`src/rtl/tx_byte_buffer_pkg.sv`:
```
// Shared definitions for the transmit byte buffer: default geometry and
// the pacing FSM state encoding.
package tx_byte_buffer_pkg;

    localparam int unsigned DEFAULT_DEPTH = 16;
    localparam int unsigned DEFAULT_AW    = 4;

    typedef enum logic [1:0] {
        ST_IDLE       = 2'd0,
        ST_ISSUE      = 2'd1,
        ST_WAIT_START = 2'd2,
        ST_WAIT_DONE  = 2'd3
    } tx_state_e;

endpackage

```
`src/rtl/tx_byte_buffer_fifo.sv`:
```
// Power-of-two byte FIFO with occupancy count. Pushes while full and pops
// while empty are ignored, so pointers wrap silently modulo DEPTH.
module byte_fifo
    import tx_byte_buffer_pkg::*;
#(
    parameter int unsigned DEPTH = DEFAULT_DEPTH,
    parameter int unsigned AW    = DEFAULT_AW
) (
    input  logic          clk_i,
    input  logic          rst_ni,
    input  logic          push_i,
    input  logic [7:0]    push_data_i,
    input  logic          pop_i,
    output logic [7:0]    pop_data_o,
    output logic [AW:0]   count_o,
    output logic          full_o,
    output logic          empty_o
);

    localparam logic [AW:0] FULL_CNT = (AW+1)'(DEPTH);

    logic [7:0]    mem_q [DEPTH];
    logic [AW-1:0] wr_ptr_q, wr_ptr_d;
    logic [AW-1:0] rd_ptr_q, rd_ptr_d;
    logic [AW:0]   count_q, count_d;
    logic          do_push, do_pop;

    assign full_o     = (count_q == FULL_CNT);
    assign empty_o    = (count_q == '0);
    assign count_o    = count_q;
    assign pop_data_o = mem_q[rd_ptr_q];

    // A push is refused when full even if a pop frees a slot this cycle.
    assign do_push = push_i && !full_o;
    assign do_pop  = pop_i && !empty_o;

    always_comb begin
        wr_ptr_d = wr_ptr_q;
        rd_ptr_d = rd_ptr_q;
        count_d  = count_q;
        if (do_push) wr_ptr_d = wr_ptr_q + AW'(1);
        if (do_pop)  rd_ptr_d = rd_ptr_q + AW'(1);
        case ({do_push, do_pop})
            2'b10:   count_d = count_q + (AW+1)'(1);
            2'b01:   count_d = count_q - (AW+1)'(1);
            default: count_d = count_q;
        endcase
    end

    always_ff @(posedge clk_i or negedge rst_ni) begin
        if (!rst_ni) begin
            wr_ptr_q <= '0;
            rd_ptr_q <= '0;
            count_q  <= '0;
        end else begin
            wr_ptr_q <= wr_ptr_d;
            rd_ptr_q <= rd_ptr_d;
            count_q  <= count_d;
        end
    end

    always_ff @(posedge clk_i) begin
        if (do_push) mem_q[wr_ptr_q] <= push_data_i;
    end

endmodule

```
`src/rtl/tx_byte_buffer.sv`:
```
// Buffers Sobel result bytes and paces them out to a UART transmitter,
// issuing one start strobe per byte and waiting for the transmit to finish.
module tx_byte_buffer
    import tx_byte_buffer_pkg::*;
#(
    parameter int unsigned DEPTH = DEFAULT_DEPTH,
    parameter int unsigned AW    = DEFAULT_AW
) (
    input  logic          clk,
    input  logic          reset,
    input  logic [7:0]    in_data,
    input  logic          in_valid,
    input  logic          tx_active,
    input  logic          tx_done,
    output logic [7:0]    out_data,
    output logic          out_valid,
    output logic          empty,
    output logic          full,
    output logic [AW:0]   count,
    output logic          overflow
);

    tx_state_e   state_q, state_d;
    logic [7:0]  out_data_q, out_data_d;
    logic        overflow_q, overflow_d;
    logic [7:0]  head_data;
    logic        pop;

    byte_fifo #(
        .DEPTH (DEPTH),
        .AW    (AW)
    ) u_fifo (
        .clk_i       (clk),
        .rst_ni      (reset),
        .push_i      (in_valid),
        .push_data_i (in_data),
        .pop_i       (pop),
        .pop_data_o  (head_data),
        .count_o     (count),
        .full_o      (full),
        .empty_o     (empty)
    );

    always_ff @(posedge clk or negedge reset) begin
        if (!reset) state_q <= ST_IDLE;
        else        state_q <= state_d;
    end

    always_comb begin
        state_d = state_q;
        case (state_q)
            ST_IDLE:       if (!empty)   state_d = ST_ISSUE;
            ST_ISSUE:                    state_d = ST_WAIT_START;
            ST_WAIT_START: if (tx_active) state_d = ST_WAIT_DONE;
            ST_WAIT_DONE:  if (tx_done)  state_d = ST_IDLE;
            default:                     state_d = ST_IDLE;
        endcase
    end

    always_comb begin
        out_valid = (state_q == ST_ISSUE);
        pop       = (state_q == ST_IDLE) && !empty;
    end

    // The head byte is captured on the pop so it stays put for the whole transfer.
    always_comb begin
        out_data_d = pop ? head_data : out_data_q;
        overflow_d = overflow_q | (in_valid & full);
    end

    always_ff @(posedge clk or negedge reset) begin
        if (!reset) begin
            out_data_q <= '0;
            overflow_q <= 1'b0;
        end else begin
            out_data_q <= out_data_d;
            overflow_q <= overflow_d;
        end
    end

    assign out_data = out_data_q;
    assign overflow = overflow_q;

endmodule

```
`config.mk`:
```
export PLATFORM = sky130hd
export DESIGN_NAME = tx_byte_buffer
export DESIGN_NICKNAME = d
export VERILOG_FILES = /design/src/rtl/tx_byte_buffer_pkg.sv /design/src/rtl/tx_byte_buffer_fifo.sv /design/src/rtl/tx_byte_buffer.sv
export SDC_FILE = /design/constraint.sdc
export NUM_CORES = 1
export LEC_CHECK = 0
export ABC_AREA = 1
export CORE_ASPECT_RATIO = 1.25
export CORE_MARGIN = 4
export CORE_UTILIZATION = 60
export DETAILED_ROUTE_END_ITERATION = 7
export GPL_TIMING_DRIVEN = 0
export PLACE_DENSITY = 0.79
export SLEW_MARGIN = 20
export SYNTH_ARGS = -nofsm -noshare
export SYNTH_HDL_FRONTEND = slang
export SYNTH_HIERARCHICAL = 1
export SYNTH_SLANG_ARGS = --single-unit
```
`constraint.sdc`:
```
create_clock -name clk -period 2.9 [get_ports clk]
set_clock_uncertainty 0.1 [all_clocks]
set_input_delay 0.29 -clock clk [delete_from_list [all_inputs] [get_ports clk]]
set_output_delay 0.29 -clock clk [all_outputs]
set_load 0.01 [all_outputs]
```
==> results.sh <==
export IMPL_drc=0
export IMPL_post_route_period_util_pct=93.0
export IMPL_grt_overflow_total=0
export IMPL_gr_usage_all_layers_pct=25.2
export IMPL_hp_class="in -> async"
export IMPL_routed_top_layer="met4"
export IMPL_end_kind="flip-flop"
export IMPL_wire_per_inst_um=17.1
export IMPL_syn_inst=681
export IMPL_finalNetCount=762
export IMPL_r2r_slack_ns=0.20
export IMPL_peakVddDrop_v=0.000490
export IMPL_rsz0062_at_grt="no"
export IMPL_initial_utilization_pct=61.0
export IMPL_grt_pass1_vias=4768
export IMPL_internal_power_uw=5130
export IMPL_synth_area_leaders="edfxtp_1 (57%), nand2_1 (15%), dfrtp_1 (8.9%)"
export IMPL_area_delta_synth_final_pct=16.3
export IMPL_rows=43
export IMPL_firstDrtPassIters=5
export IMPL_yosys_warnings=6
export IMPL_r2r_cells=19
export IMPL_crit_slowest_cell="dfrtp_1"
export IMPL_outcome="complete, no violations"
export IMPL_syn_avg_cell_area_um2=9.93
export IMPL_yosysTopAreaCell="edfxtp_1"
export IMPL_critPathLaunchType="flip-flop"
export IMPL_dr_first_iter_drc_count=290
export IMPL_r2r_end="u_fifo/count_o[4]"
export IMPL_power_leakage_uw=0.00344
export IMPL_cts_tree="done"
export IMPL_synth_area_mm2=0.00676
export IMPL_synth_commonest_cells="nand2_1 (270), edfxtp_1 (128), inv_1 (74), nor2_1 (67), nand3_1 (54)"
export IMPL_yosys_cell_types_count=24
export IMPL_viasPerCell=5.34
export IMPL_crit_family="simple AND/OR/NAND/NOR gates"
export IMPL_htreeDepth=4
export IMPL_final_max_slew_viol_count=0
export IMPL_gp_congestion=0.932
export IMPL_fp_dieW_um=103
export IMPL_ios=30
export IMPL_wirelength_mm=15.1
export IMPL_crit_top_cell="nand2_1"
export IMPL_fmaxAchievable_mhz=371
export IMPL_comb_power_share_pct=37.3
export IMPL_dr_wl_met3_um=982
export IMPL_grt_pass1_wl_mm=23.8
export IMPL_synth_top_area_share_pct=56.9
export IMPL_max_cap_viol_count=0
export IMPL_grt_max_degree=25
export IMPL_switching_share_pct=36.5
export IMPL_dieArea_mm2=0.0130
export IMPL_worst_pin_slew_ns=0.750
export IMPL_ys_ff_latch=152
export IMPL_power_density_mw_per_mm2=1030
export IMPL_max_stage_delay_ns=0.40
export IMPL_post_place_cells=845
export IMPL_diodes=0
export IMPL_coreArea_mm2=0.0111
export IMPL_port_buffer_count=29
export IMPL_final_area_mm2=0.00787
export IMPL_synth_most_common_cell="nand2_1"
export IMPL_place_area_mm2=0.00722
export IMPL_synth_edff_count=128
export IMPL_clockBufferDepth=2
export IMPL_dp_slack_ns=-0.127
export IMPL_period_needed_ns=2.70
export IMPL_synth_net_count=708
export IMPL_crit_buf_inv=6
export IMPL_drtAntennaViolNets=0
export IMPL_root_buffer="clkbuf_16"
export IMPL_cp_cell_sequence="nor2_2 -> nand4_1 -> inv_2 -> or2_1 -> buf_6 -> clkinv_8 -> nand2_2 -> inv_2 -> ha_4 -> inv_1 -> fa_1 -> inv_1 -> nand2_1 -> nand2_1 -> nand2_1 -> nand2_1 -> nand2_1 -> nand2_1 -> nand2_1"
export IMPL_p_switching_uw=2940
export IMPL_cts_sinks=152
export IMPL_worstSetupPathType="reg -> reg"
export IMPL_hold_viol=0
export IMPL_slew_headroom_pct=49.8
export IMPL_setup_violations=0
export IMPL_ys_flop_type="edfxtp_1"
export IMPL_worstSkewPairLatency_ns=0.42
export IMPL_setup_slack_ns=0.204
export IMPL_p_clk_share_pct=26.8
export IMPL_worstPathArrival_ns=2.90
export IMPL_hpwlAfterDp_mm=10.4
export IMPL_worstPathRequired_ns=3.11
export IMPL_met2_length_mm=7.73
export IMPL_dieHeight_um=127
export IMPL_instances_no_fill=883
export IMPL_m1WireLength_mm=5.73
export IMPL_synthArstFlopShare_pct=15.8
export IMPL_reg2reg_from="u_fifo/count_o[1]"
export IMPL_clkTransAtPathRegs_ns=0.06
export IMPL_drive_above_1_share_pct=8.82
export IMPL_vias=4719
export IMPL_seq_power_share_pct=35.9
export IMPL_cts_buffers=17
export IMPL_setup_tns_ns=0
export IMPL_antenna_found_initial=0
export IMPL_path_max_fanout=9
export IMPL_ys_seq_area_share_pct=65.7
[placed cells by master (no fill, tap or decap), drive strengths merged]
| cell type | count |
|---|---|
| nand2 | 272 |
| edfxtp | 128 |
| inv | 78 |
| nor2 | 68 |
| nand3 | 54 |
| clkdlybuf4s50 | 28 |
| buf | 25 |
| dfrtp | 24 |
| clkbuf | 21 |
| ha | 13 |
| clkinv | 7 |
| nand4 | 5 |
| o21ai | 5 |
| xor2 | 5 |
| clkinvlp | 4 |
| bufinv | 3 |
| xnor2 | 3 |
| or2 | 2 |
| a21o | 1 |
| dlygate4sd3 | 1 |
| fa | 1 |
[through the flow]
stage	utilization [%]	power, uW	hold slack, ns
after floorplan	-	4830	-0.106
after global placement	65.1	5710	0.337
after detailed placement	65.1	5810	0.351
after CTS	70.6	8040	0.365
after global routing	71.0	8600	0.322
final	71.0	8070	0.285
[power by group through the flow]
stage                     registers [uW]  clock network (uW)  logic, uW
after global routing                2930                2310       3360
after detailed placement            2950                   0       2860
after global placement              2930                   0       2780
after CTS                           2900                2200       2950
final                               2890                2160       3010
after floorplan                     2950                   0       1880
[worst max path at each step]
stage | from | end | slack, ns | cells after the start
global placement | u_fifo/count_o[0] | u_fifo/count_o[4] | -0.02 | 19
floorplan | u_fifo/count_o[0] | u_fifo/count_o[4] | 0.27 | 19
global route | u_fifo/count_o[1] | u_fifo/count_o[4] | 0.04 | 16
finish | u_fifo/count_o[1] | u_fifo/count_o[4] | 0.20 | 19
CTS | u_fifo/count_o[1] | u_fifo/count_o[4] | 0.01 | 19
detailed placement | u_fifo/count_o[0] | u_fifo/count_o[4] | -0.13 | 19
[routing by layer]
metal  track usage (%)  vias to the layer above
met1              30.2                     2206
li1                  -                     2280
met5                 0                        -
met2              41.9                      182
met3              5.89                       51
met4              12.9                        0
[timing repair]
item | CTS | global route
setup endpoints to repair | 2 | 3
hold buffers | 0 | 1
pin swaps | 1 | 1
buffers inserted | 3 | 2
gates resized for setup | 2 | 4
hold endpoints to repair | 0 | 24
[cell type report]
type                            count  area (um^2)
Clock inverter                     14          156
Sequential cell                   152         4440
Inverter                           78          305
Multi-Input combinational cell    429         1910
Tap cell                          135          169
Timing Repair Buffer               35          333
Buffer                             22          123
Fill cell                         792         3220
Clock buffer                       18          429
[registers in the layout (all words and copies together), names as in the netlist]
signal,cells
u_fifo/wr_ptr_q,4
overflow,1
u_fifo/mem_q,128
u_fifo/rd_ptr_q,4
state_q,2
out_data,8
u_fifo/count_o,5
[logic make-up (layout without fill, tap and decap cells)]
logic type	count (synthesis)	in the layout	synth area share, %
flops	152	152	65.7
xor+xnor	8	8	1.04
compound gates	6	6	0.481
buf+inv	100	167	6.33
simple gates	401	401	23.7
fa+ha+maj	14	14	2.70
No activity file was read; power rests on OpenSTA's default activity.
